### config.mk
export PLATFORM = sky130hd
export DESIGN_NAME = seq_pattern_tx_flat
export DESIGN_NICKNAME = d
export VERILOG_FILES = /design/src/rtl/seq_pattern_tx_if.sv /design/src/rtl/seq_pattern_tx.sv /design/src/flat_wrapper.sv
export SDC_FILE = /design/constraint.sdc
export NUM_CORES = 1
export LEC_CHECK = 0
export ABC_AREA = 1
export CAP_MARGIN = 20
export CORE_MARGIN = 2
export CORE_UTILIZATION = 54
export DETAILED_ROUTE_END_ITERATION = 7
export PLACE_DENSITY = 0.79
export SYNTH_ARGS = -nofsm -noshare
export SYNTH_HDL_FRONTEND = slang
export SYNTH_SLANG_ARGS = --single-unit
### constraint.sdc
create_clock -name clk -period 1.46 [get_ports clk]
set_input_delay 0.365 -clock clk [delete_from_list [all_inputs] [get_ports clk]]
set_output_delay 0.365 -clock clk [all_outputs]
set_load 0.01 [all_outputs]
### src/rtl/seq_pattern_tx_if.sv
// Command/status bundle for seq_pattern_tx: command inputs and serial/progress outputs.
// Signal names match the original flat ports so existing drivers map one-to-one.
interface seq_pattern_tx_if #(
    parameter int CNT_W = 4
) ();
    logic             start;
    logic             abort;
    logic [CNT_W-1:0] repeat_n;
    logic [CNT_W-1:0] gap;
    logic             x;
    logic             valid;
    logic             busy;
    logic             done;
    logic [CNT_W-1:0] frame_cnt;

    modport master (
        output start, abort, repeat_n, gap,
        input  x, valid, busy, done, frame_cnt
    );

    modport slave (
        input  start, abort, repeat_n, gap,
        output x, valid, busy, done, frame_cnt
    );
endinterface

### src/rtl/seq_pattern_tx.sv
// Serial pattern transmitter: sends repeat_n frames of PATTERN (MSB first) with
// programmable idle gaps, reporting busy/done/frame_cnt; supports synchronous abort.
module seq_pattern_tx #(
    parameter int             PAT_W   = 6,
    parameter logic [PAT_W-1:0] PATTERN = 6'b101011,
    parameter int             CNT_W   = 4
) (
    input  logic          clk,
    input  logic          rst,
    seq_pattern_tx_if.slave bus
);
    localparam int IDX_W = $clog2(PAT_W);
    localparam logic [IDX_W-1:0] IDX_LAST = IDX_W'(PAT_W - 1);

    typedef enum logic [1:0] {
        IDLE,
        SEND,
        GAP
    } state_t;

    state_t           r_state, w_state_nxt;
    logic [IDX_W-1:0] r_idx, w_idx_nxt;
    logic [CNT_W-1:0] r_rem, w_rem_nxt;
    logic [CNT_W-1:0] r_gcnt, w_gcnt_nxt;
    logic [CNT_W-1:0] r_gap_lat, w_gap_lat_nxt;
    logic [CNT_W-1:0] r_frame_cnt, w_frame_cnt_nxt;
    logic             r_x, w_x_nxt;
    logic             r_valid, w_valid_nxt;
    logic             r_busy, w_busy_nxt;
    logic             r_done, w_done_nxt;

    always_ff @(posedge clk) begin
        if (rst) begin
            r_state     <= IDLE;
            r_idx       <= '0;
            r_rem       <= '0;
            r_gcnt      <= '0;
            r_gap_lat   <= '0;
            r_frame_cnt <= '0;
            r_x         <= 1'b0;
            r_valid     <= 1'b0;
            r_busy      <= 1'b0;
            r_done      <= 1'b0;
        end else begin
            r_state     <= w_state_nxt;
            r_idx       <= w_idx_nxt;
            r_rem       <= w_rem_nxt;
            r_gcnt      <= w_gcnt_nxt;
            r_gap_lat   <= w_gap_lat_nxt;
            r_frame_cnt <= w_frame_cnt_nxt;
            r_x         <= w_x_nxt;
            r_valid     <= w_valid_nxt;
            r_busy      <= w_busy_nxt;
            r_done      <= w_done_nxt;
        end
    end

    always_comb begin
        w_state_nxt     = r_state;
        w_idx_nxt       = r_idx;
        w_rem_nxt       = r_rem;
        w_gcnt_nxt      = r_gcnt;
        w_gap_lat_nxt   = r_gap_lat;
        w_frame_cnt_nxt = r_frame_cnt;
        w_done_nxt      = 1'b0;

        // Abort truncates immediately; frame_cnt keeps whatever had completed.
        if (bus.abort) begin
            w_state_nxt = IDLE;
        end else begin
            unique case (r_state)
                IDLE: begin
                    if (bus.start && (bus.repeat_n != '0)) begin
                        w_state_nxt     = SEND;
                        w_rem_nxt       = bus.repeat_n;
                        w_gap_lat_nxt   = bus.gap;
                        w_frame_cnt_nxt = '0;
                        w_idx_nxt       = IDX_LAST;
                    end
                end
                SEND: begin
                    if (r_idx != '0) begin
                        w_idx_nxt = r_idx - IDX_W'(1);
                    end else begin
                        w_frame_cnt_nxt = r_frame_cnt + CNT_W'(1);
                        w_rem_nxt       = r_rem - CNT_W'(1);
                        if (r_rem == CNT_W'(1)) begin
                            w_state_nxt = IDLE;
                            w_done_nxt  = 1'b1;
                        end else if (r_gap_lat == '0) begin
                            w_idx_nxt = IDX_LAST;
                        end else begin
                            w_state_nxt = GAP;
                            w_gcnt_nxt  = r_gap_lat;
                        end
                    end
                end
                GAP: begin
                    w_gcnt_nxt = r_gcnt - CNT_W'(1);
                    if (r_gcnt == CNT_W'(1)) begin
                        w_state_nxt = SEND;
                        w_idx_nxt   = IDX_LAST;
                    end
                end
                default: w_state_nxt = IDLE;
            endcase
        end

        // Outputs are registered from the next state so they line up with it.
        w_valid_nxt = (w_state_nxt == SEND);
        w_busy_nxt  = (w_state_nxt != IDLE);
        w_x_nxt     = w_valid_nxt & PATTERN[w_idx_nxt];
    end

    assign bus.x         = r_x;
    assign bus.valid     = r_valid;
    assign bus.busy      = r_busy;
    assign bus.done      = r_done;
    assign bus.frame_cnt = r_frame_cnt;
endmodule

### src/flat_wrapper.sv
// flat-port wrapper written by rule: the top's interface ports become plain ports
module seq_pattern_tx_flat 
#(
    parameter int             PAT_W   = 6,
    parameter logic [PAT_W-1:0] PATTERN = 6'b101011,
    parameter int             CNT_W   = 4
)
  (clk, rst, bus_start, bus_abort, bus_repeat_n, bus_gap, bus_x, bus_valid, bus_busy, bus_done, bus_frame_cnt);
  seq_pattern_tx_if #(.CNT_W(CNT_W)) bus_i ();
  input  logic clk;
  input  logic rst;
  input wire logic [$bits(bus_i.start)-1:0] bus_start;
  input wire logic [$bits(bus_i.abort)-1:0] bus_abort;
  input wire logic [$bits(bus_i.repeat_n)-1:0] bus_repeat_n;
  input wire logic [$bits(bus_i.gap)-1:0] bus_gap;
  output wire logic [$bits(bus_i.x)-1:0] bus_x;
  output wire logic [$bits(bus_i.valid)-1:0] bus_valid;
  output wire logic [$bits(bus_i.busy)-1:0] bus_busy;
  output wire logic [$bits(bus_i.done)-1:0] bus_done;
  output wire logic [$bits(bus_i.frame_cnt)-1:0] bus_frame_cnt;
  assign bus_i.start = bus_start;
  assign bus_i.abort = bus_abort;
  assign bus_i.repeat_n = bus_repeat_n;
  assign bus_i.gap = bus_gap;
  assign bus_x = bus_i.x;
  assign bus_valid = bus_i.valid;
  assign bus_busy = bus_i.busy;
  assign bus_done = bus_i.done;
  assign bus_frame_cnt = bus_i.frame_cnt;
  seq_pattern_tx #(.PAT_W(PAT_W), .PATTERN(PATTERN), .CNT_W(CNT_W)) u_core (.clk(clk), .rst(rst), .bus(bus_i));
endmodule
==> impl_metrics.env <==
export IMPL_drt_pass1_iterations=4
export IMPL_fp_dieH_um=56.8
export IMPL_crit_chain="inv_2 -> buf_4 -> ha_4 -> o21ai_2 -> o21ai_1 -> nand3_2 -> nand3_1 -> nand2_1 -> nand2_1 -> a21oi_2"
export IMPL_gp_routability_congestion=0.866
export IMPL_die_x_um=56.8
export IMPL_drive_gt1_share_pct=40.1
export IMPL_synth_area_mux_share_pct=0
export IMPL_h_tree_depth=1
export IMPL_cp_top_family="compound AO/OA/AOI/OAI gates"
export IMPL_seqPwrFrac_pct=48.5
export IMPL_max_stage_delay_ns=0.35
export IMPL_place_area_um2=1890
export IMPL_r2r_end="u_core.bus.x$_SDFF_PP0_"
export IMPL_final_area_um2=2180
export IMPL_via_count=1568
export IMPL_ys_seq_area_share_pct=33.3
export IMPL_synth_top_cell_by_area="dfxtp_1"
export IMPL_wl_per_cell_um=13.2
export IMPL_hold_viol_final=0
export IMPL_insertion_delay_ns=0.33
export IMPL_clkPwrFrac_pct=21.0
export IMPL_period_minus_slack_ns=1.47
export IMPL_grtUsageTotal_pct=23.2
export IMPL_syn_to_final_growth_pct=45.0
export IMPL_stdcell_count=293
export IMPL_finalSetupViolCount=2
export IMPL_dp_hpwl_mm=2.48
export IMPL_setup_worst_path_end="u_core.bus.x$_SDFF_PP0_"
export IMPL_slowest_stage="dfxtp_2"
export IMPL_initial_core_util_pct=55.4
export IMPL_reg2reg_depth=10
export IMPL_yosysWarnings=0
export IMPL_critical_path_n_buffers_inverters=2
export IMPL_dp_cells=283
export IMPL_antenna_cells=0
export IMPL_routed_wl_mm=3.86
export IMPL_synthXorXnorAreaFrac_pct=2.33
export IMPL_synth_cell_types=27
export IMPL_synth_area_leaders="dfxtp_1 (33%), nand2_1 (12%), ha_1 (9.2%)"
export IMPL_netlist_area_leader_share_pct=33.3
export IMPL_worst_slew_pin_slew_ns=0.293
export IMPL_combinationalPowerShare_pct=30.5
export IMPL_pin_count=20
export IMPL_dp_slack_ns=-0.323
export IMPL_cts_buffers=3
export IMPL_hold_buffers=0
export IMPL_internal_power_mw=1.02
export IMPL_drt_iter0_drc=53
export IMPL_core_um2=2710
export IMPL_cts_clk_slew_worst_paths_ns=0.14
export IMPL_synthAdderAreaFrac_pct=9.16
export IMPL_drc=0
export IMPL_crit_top_cell="nand2_1"
export IMPL_drv_slew=0
export IMPL_power_mw=1.53
export IMPL_crit_type="register to register"
export IMPL_swShare_pct=33.0
export IMPL_violations="setup timing"
export IMPL_crit_path_max_fanout=5
export IMPL_synth_area_um2=1500
export IMPL_whs_ns=0.456
export IMPL_reg2reg_slack_ns=-0.01
export IMPL_status="complete, but fails checks"
export IMPL_cp_end_kind="register"
export IMPL_start_kind="register"
export IMPL_vias_per_cell=5.35
export IMPL_required_ns=1.73
export IMPL_grt_setup_unrepaired="true"
export IMPL_grt_overflow_total=0
export IMPL_io_buffers=19
export IMPL_placementRows=19
export IMPL_finalWorstSetupSlack_ns=-0.00974
export IMPL_syn_area_per_cell_um2=7.05
export IMPL_r2r_start="u_core.r_idx[0]$_SDFF_PP0_"
export IMPL_clock_fmax_ghz=0.680
export IMPL_grt_pass1_vias=1468
export IMPL_cts_buffer_depth=2
export IMPL_finalClockSkew_ns=0.00835
export IMPL_maxSlewHeadroom_pct=80.4
export IMPL_maxCapViolCount=0
export IMPL_ir_worst_vdd_mv=0.615
export IMPL_crit_start="u_core.r_idx[0]$_SDFF_PP0_"
export IMPL_syn_nets=236
export IMPL_nNetsFinal=286
export IMPL_tritoncts="built"
export IMPL_grt_start_max_net_pins=15
export IMPL_crit_cells=10
export IMPL_yosys_area_share_simple_pct=29.4
export IMPL_tns_ns=-0.0135
export IMPL_min_period_over_period_pct=101
export IMPL_synth_compound_area_share_pct=16.7
export IMPL_p_sw_uw=503
export IMPL_cts_root_buf="clkbuf_4"
export IMPL_hold_class="input port to register"
export IMPL_p_leak_nw=0.981
export IMPL_crit_arrival_ns=1.74
export IMPL_final_antenna_net_count=0
export IMPL_antenna_found_initial=0
export IMPL_synth_top_family_by_area="simple AND/OR/NAND/NOR gates"
export IMPL_cts_sinks=25
export IMPL_netlist_instances=213
export IMPL_grt_pass1_wl_mm=6.04
export IMPL_min_delay_start="bus_repeat_n[3]"
export IMPL_synth_seq_cells=25
export IMPL_fin_util_pct=80.4
export IMPL_die_area_um2=3220
export IMPL_powerDensity_nw_per_um2=701
-- flip-flops by register name, indices dropped and copies added (netlist names) --
| name | flops |
|---|---|
| u_core.bus.busy | 1 |
| u_core.bus.done | 1 |
| u_core.bus.frame_cnt | 4 |
| u_core.bus.valid | 1 |
| u_core.bus.x | 1 |
| u_core.r_gap_lat | 4 |
| u_core.r_gcnt | 4 |
| u_core.r_idx | 3 |
| u_core.r_rem | 4 |
| u_core.r_state | 2 |
-- worst min path at each step --
stage / cells after the start / to
2_1_floorplan: 2 / u_core.r_gap_lat[2]$_SDFFE_PP0P_
3_3_place_gp: 2 / u_core.r_gap_lat[2]$_SDFFE_PP0P_
3_5_place_dp: 2 / u_core.r_gap_lat[3]$_SDFFE_PP0P_
4_1_cts: 2 / u_core.r_gap_lat[3]$_SDFFE_PP0P_
5_1_grt: 2 / u_core.r_gap_lat[2]$_SDFFE_PP0P_
6_report: 5 / u_core.r_rem[3]$_SDFFE_PP0P_
-- tightest hold or removal path: stages --
cell and delay [ns]:
dlymetal6s2s_1 0.14, nand2_1 0.07, o21ai_0 0.07, nand2_1 0.08, a21oi_2 0.04
-- kinds of logic (layout without fill, tap and decap cells) --
kind of cell / count (synthesis) / count (layout)
AND/OR/NAND/NOR: 96 / 96
flip-flops: 25 / 25
AO/OA/AOI/OAI: 43 / 43
buffers and inverters: 34 / 83
XOR/XNOR: 4 / 4
adder cells (fa/ha/maj): 11 / 11
-- layer usage --
metal	routed length (µm)	track usage, %	vias to the layer above
met3	227	2.53	11
li1	-	-	786
met5	0	0	-
met4	112	8.64	0
met1	1680	29.1	725
met2	1840	40.5	46
-- power groups by stage --
stage | clock network (mW) | registers [mW] | logic, mW
CTS | 0.330 | 0.737 | 0.367
floorplan | 0 | 0.750 | 0.234
global route | 0.349 | 0.745 | 0.510
finish | 0.321 | 0.740 | 0.466
detailed placement | 0 | 0.751 | 0.363
global placement | 0 | 0.750 | 0.359
-- final cells by class --
type                       count  area [µm²]
clock buffer                   3        22.5
clock inverter                 1        5.00
fill                         181         531
inverter                      30         125
multi-input combinational    154        1050
sequential                    25         515
tap                           31        38.8
timing repair buffer          49         423
-- cell usage after synthesis --
cell type	number
nand2_1	48
dfxtp_1	25
inv_1	25
o21ai_0	17
nor2_1	15
a21oi_1	13
nand3_1	13
ha_1	11
nand2_2	7
a21oi_2	6
inv_2	5
o21ai_1	5
nand4_1	4
nor2_2	3
xor2_1	3
nor3_1	2
a21oi_4	1
buf_1	1
buf_2	1
buf_6	1
clkbuf_1	1
nand2_4	1
nand3_2	1
nor2_4	1
nor3_2	1
o211ai_1	1
xnor2_1	1
-- layout by cell type (no fill, tap or decap), types with 4 or more instances in the layout --
cell type / Yosys / layout
nor2_4: 1 / 5
inv_1: 25 / 15
dlymetal6s2s_1: 0 / 4
dfxtp_2: 0 / 6
a21oi_1: 13 / 12
a21oi_2: 6 / 6
dfxtp_1: 25 / 17
nand4_1: 4 / 4
dlygate4sd2_1: 0 / 8
nand2_1: 48 / 42
nand2_2: 7 / 11
o21ai_0: 17 / 15
nor2_1: 15 / 8
ha_4: 0 / 7
nand3_1: 13 / 12
inv_2: 5 / 11
clkdlybuf4s50_1: 0 / 7
o21ai_2: 0 / 4
buf_4: 0 / 28
nor2_2: 3 / 6
-- timing repair --
item,4_1_cts,5_1_grt
resized for setup,18,64
endpoints found under the setup margin,26,22
pin swaps,0,22
setup buffers,0,6
endpoints found under the hold margin,0,0
No activity file was read; power rests on OpenSTA's default activity.
==> patch 1, RTL diff (same flow settings) <==
`PAT_W` is set to 6 in 2 places; all go to 8.
--- a/src/rtl/seq_pattern_tx.sv
+++ b/src/rtl/seq_pattern_tx.sv
@@ -1,7 +1,7 @@
 // Serial pattern transmitter: sends repeat_n frames of PATTERN (MSB first) with
 // programmable idle gaps, reporting busy/done/frame_cnt; supports synchronous abort.
 module seq_pattern_tx #(
-    parameter int             PAT_W   = 6,
+    parameter int             PAT_W   = 8,
     parameter logic [PAT_W-1:0] PATTERN = 6'b101011,
     parameter int             CNT_W   = 4
 ) (
--- a/src/flat_wrapper.sv
+++ b/src/flat_wrapper.sv
@@ -1,7 +1,7 @@
 // flat-port wrapper written by rule: the top's interface ports become plain ports
 module seq_pattern_tx_flat 
 #(
-    parameter int             PAT_W   = 6,
+    parameter int             PAT_W   = 8,
     parameter logic [PAT_W-1:0] PATTERN = 6'b101011,
     parameter int             CNT_W   = 4
 )
Behaviour: not the same (a bounded check fails within 4 cycles, from zero or initial values and one cycle with rst high).
==> patch 1 against the unedited design <==
The flow still finishes with violations (setup timing); final area is 0.69% higher; first-iteration DRC count is 83% higher; sequential cell count stayed put; sequential share of layout area is 0.33 points lower; synthesized area is 2.4% higher; critical path depth is 2 higher; wire length is 10% higher; worst setup slack worse by 0.076 ns; power is 2.0% higher; largest cell class unchanged.
==> patch 1: results (changes against the unedited design) <==
clock insertion delay at the later pin of the skew report 0.35 ns (was 0.33 ns); Worst Path Max Fanout 5 (unchanged); first-pass GRT wire length 6560 um (was 6040 um); post-synthesis sequential area ratio 0.325 (was 0.333); initial antenna violation count 0 (unchanged); PnR worst setup slack -0.0861 ns (was -0.00974 ns); total track usage 0.254 (was 0.232); DP HPWL 2720 um (was 2480 um); Relative slew margins 0.782 (was 0.804); DRC marker count from the first detailed-route iteration 97 (was 53); Clock Skews 0.00309 ns (was 0.00835 ns); LEAKAGE 0.994 nW (was 0.981 nW); port bufs 19 (unchanged); Synth async-reset ratio 0 (unchanged); number of CTS-inserted buffers 3 (unchanged); CTS Root Cell clkbuf_4 (unchanged); Clock transition at path regs 0.14 ns (about the same); share of layout cells above drive strength 1 0.356 (was 0.401); gr ovfl total 0 (unchanged); Detailed Route WL 4260 um (was 3860 um); Clock Tree Buf Depth 2 (unchanged); top post-synthesis cells by count 47 x nand2_1, 25 x dfxtp_1, 24 x inv_1 (was 48 x nand2_1, 25 x dfxtp_1, 25 x inv_1); Layout Nets 299 (was 286); placed cell count 293 (was 283); Mean Syn Cell Area 7.00 um^2 (was 7.05 um^2); post-synthesis cell type count 28 (was 27); Syn Nets 243 (was 236); largest net degree at the start of global routing 15 (unchanged); Worst EP arrival 1.81 ns (was 1.74 ns); final setup violating endpoints 9 (was 2); vias in the first global route 1489 (was 1468); Post-DP Area 0.00194 mm^2 (was 0.00189 mm^2); setup TNS -0.450 ns (was -0.0135 ns); Synth Warn # 0 (unchanged); Hold/Removal Path Class flip-flop to flip-flop (was input port to flip-flop); via count 1630 (was 1568); Sw Ratio 0.338 (was 0.330); routability congestion estimate 0.895 (was 0.866); 1st-pass router iterations 4 (unchanged); antenna fix cells 0 (unchanged); top cells by area, synth dfxtp_1 33%, nand2_1 11%, ha_1 8.9% (was dfxtp_1 33%, nand2_1 12%, ha_1 9.2%); worst vdd ir 652 uV (was 615 uV); Synth area leader dfxtp_1 (unchanged); outcome finished with violations (unchanged); violations in the final reports setup timing (unchanged); DR WL/cell 13.9 um (was 13.2 um); H-tree Lvls 1 (unchanged)
[patch 1: cell count changes after synthesis, moves of 2 or more]
cell     before  now
nor2_1       15   23
a21oi_2       6    1
a21oi_1      13   17
nand4_1       4    1
nor2_4        1    5
nand2_2       7    4
a31oi_1       0    2
nand3_1      13   16
buf_4         0    2
[patch 1: power groups by stage]
stage	logic [W]	registers [W]	clock network (W)
finish	0.000473	0.000744	0.000340
global route	0.000521	0.000749	0.000370
CTS	0.000425	0.000744	0.000341
detailed placement	0.000385	0.000757	0
global placement	0.000377	0.000756	0
floorplan	0.000241	0.000756	0
[patch 1: cell type report]
| class | instances | area (um^2) |
|---|---|---|
| timing repair buffer | 53 | 449 |
| clock inverter | 1 | 5.00 |
| multi-input combinational | 163 | 1050 |
| inverter | 30 | 113 |
| fill | 163 | 539 |
| clock buffer | 3 | 22.5 |
| tap | 31 | 38.8 |
| sequential | 25 | 512 |
[patch 1: per-layer routing]
metal	vias to the layer above	share of wire	global-route usage
met2	52	0.49	0.443
li1	825	-	-
met1	742	0.42	0.321
met5	-	0	0
met3	11	0.056	0.0227
met4	0	0.026	0.0997
[patch 1: kinds of logic (layout without fill, tap and decap cells)]
logic type / Yosys count / count (layout) / share of synthesized area
adders and majority gates: 11 / 11 / 0.0894
xor gates and xnor gates: 3 / 3 / 0.0171
buffers and inverters: 33 / 87 / 0.0854
DFF: 25 / 25 / 0.325
AOI/OAI and AO/OA: 45 / 45 / 0.157
and+or+nand+nor: 103 / 104 / 0.326
[patch 1: repair_timing]
item                       CTS  global route
setup endpoints to repair   27            24
cloned                       1             0
pin swaps                   15             8
resized for setup           37            26
buffers inserted             5             3
[patch 1: critical path: stages (launching register included)]
cell	delay, ns
dfxtp_2	0.36
buf_6	0.11
ha_4	0.15
nor2_4	0.14
nand2_1	0.09
inv_1	0.07
nand2_1	0.05
inv_1	0.06
nand3_2	0.08
o21bai_1	0.18
nand2_1	0.07
nand2_1	0.06
nor2_1	0.04
[patch 1: metrics by stage]
| stage | util | worst slack, ns |
|---|---|---|
| floorplan | - | 0.0287 |
| finish | 0.803 | -0.0861 |
| global route | 0.803 | -0.220 |
| global placement | 0.711 | -0.365 |
| detailed placement | 0.711 | -0.387 |
| CTS | 0.768 | -0.0183 |
[patch 1: final timing paths]
path	from	endpoint	slack (ns)	cells after the start
setup reg to reg	u_core.r_state[1]$_SDFF_PP0_	u_core.bus.x$_SDFF_PP0_	-0.09	12
hold reg to reg	u_core.r_gap_lat[1]$_SDFFE_PP0P_	u_core.r_gap_lat[1]$_SDFFE_PP0P_	0.49	2
hold / removal	u_core.r_gap_lat[1]$_SDFFE_PP0P_	u_core.r_gap_lat[1]$_SDFFE_PP0P_	0.49	2
setup / recovery	u_core.r_state[1]$_SDFF_PP0_	u_core.bus.x$_SDFF_PP0_	-0.09	12
==> patch 2, RTL diff (config.mk and constraints unchanged) <==
Without the edit above. Reset style: asynchronous (`rst`), changed in one clocked block.
--- a/src/rtl/seq_pattern_tx.sv
+++ b/src/rtl/seq_pattern_tx.sv
@@ -29,7 +29,7 @@
     logic             r_busy, w_busy_nxt;
     logic             r_done, w_done_nxt;
 
-    always_ff @(posedge clk) begin
+    always_ff @(posedge clk or posedge rst) begin
         if (rst) begin
             r_state     <= IDLE;
             r_idx       <= '0;
Behaviour: differs if rst is asserted again (counterexample within 4 cycles, from zero or initial values and one cycle with rst high); with rst held inactive, the same outputs for 10 cycles.
==> patch 2 against the unedited design <==
The flow still finishes with violations (setup timing); non-clock buffer count is the same; sequential cell count stayed put; synthesized area increased by 3.9%; worst setup slack lost 0.062 ns; wire length shrank 1.4%; final area down 1.5%.
Power is not compared: it rests on default switching activity, and its combinational part moved more than twofold at a synthesized area within 25%.
==> patch 2: results (changes against the unedited design) <==
outcome finished with violations (unchanged); violations in the final reports setup timing (unchanged); Compound-Gate Fraction of Synth Area 0.123 (was 0.167); post-synthesis xor/xnor area fraction 0.0280 (was 0.0233); metal3 WL 168 um (was 227 um); DP HPWL 2590 um (was 2480 um); PnR worst setup slack -0.0719 ns (was -0.00974 ns); Crit. Startpoint bus_repeat_n[3] (was u_core.r_idx[0]$_SDFF_PP0_); met2 usage 0.411 (was 0.405); GR Util met1 0.303 (was 0.291); routability congestion estimate 0.856 (was 0.866); share of layout cells above drive strength 1 0.325 (was 0.401); placed cell count 264 (was 283); Hold/Removal Path Class input port to asynchronous set/reset pin (was input port to flip-flop); post-cts sizing count 19 (was 18); mux contribution to synthesized area 0.0144 (was 0); setup TNS -0.492 ns (was -0.0135 ns); Worst Path Max Fanout 4 (was 5); final setup violating endpoints 12 (was 2); H-tree Lvls 1 (unchanged); CP delay by family, top simple AND/OR/NAND/NOR gates (was compound AO/OA/AOI/OAI gates); GR Util met3 0.0246 (was 0.0253); largest net degree at the start of global routing 26 (was 15); Post-DP Area 0.00195 mm^2 (was 0.00189 mm^2); Setup Fix Bufs, Post-CTS 6 (was 0); DRC marker count from the first detailed-route iteration 77 (was 53); total track usage 0.237 (was 0.232); top post-synthesis cells by count 45 x nand2_1, 28 x inv_1, 25 x dfrtp_1 (was 48 x nand2_1, 25 x dfxtp_1, 25 x inv_1); Setup WS pre-CTS -0.314 ns (was -0.323 ns); metal2 WL 1890 um (was 1840 um); post-synthesis sequential area ratio 0.401 (was 0.333); Layout Nets 270 (was 286); slew at the pin with the worst max-slew slack 0.315 ns (was 0.293 ns); Worst EP arrival 1.80 ns (was 1.74 ns); vias in the first global route 1446 (was 1468); Synth async-reset ratio 1.00 (was 0); post-synthesis cell type count 30 (was 27); top cells by area, synth dfrtp_1 40%, nand2_1 11%, ha_1 8.8% (was dfxtp_1 33%, nand2_1 12%, ha_1 9.2%); Clock Tree Buf Depth 2 (unchanged); Post-Synthesis Cells 194 (was 213); Detailed Route WL 3810 um (was 3860 um); Synth Warn # 0 (unchanged); Slowest cell on crit path clkdlybuf4s50_1 (was dfxtp_2); predominant post-synthesis flop cell dfrtp_1 (was dfxtp_1); M1 WL 1620 um (was 1680 um); Final Non-Filler Cells 277 (was 293); Syn Nets 217 (was 236); Filler cells 197 (was 181); Post-Synth Adder-Cell Area 0.0881 (was 0.0916); worst r2r src u_core.r_idx[0]$_DFF_PP0_ (was u_core.r_idx[0]$_SDFF_PP0_); first-pass GRT wire length 6130 um (was 6040 um); Clock Skews 0.00586 ns (was 0.00835 ns); Min Hold Slack 0.372 ns (was 0.456 ns); via/cell ratio 5.48 (was 5.35)
==> patch 2: changes by cell type after synthesis, sizes merged, moves of 3 or more <==
cell   unedited run  this run
nand3            14        17
dfrtp             0        25
o21ai            22        15
nand4             4         1
dfxtp            25         0
nand2            56        46
a21oi            20         8
==> patch 2: layout make-up <==
type	instances	area, um^2	area share
clock buffers	4	26.3	0.0122
inverters	32	128	0.0594
multi-input cells	135	910	0.424
flip-flops and latches	25	626	0.291
well taps	31	38.8	0.0181
repair buffers	49	413	0.192
repair inverters	1	6.26	0.00291
==> patch 2: power by group <==
group          internal (W)  switching [W]  total (W)
logic              0.000533       0.000646    0.00118
registers          0.000876       0.000144    0.00102
clock network      0.000107       0.000207   0.000314
total               0.00152       0.000997    0.00251
==> patch 2: tightest hold or removal path: stages <==
cell,delay [ns]
clkdlybuf4s50_1,0.39
inv_1,0.05
buf_4,0.30
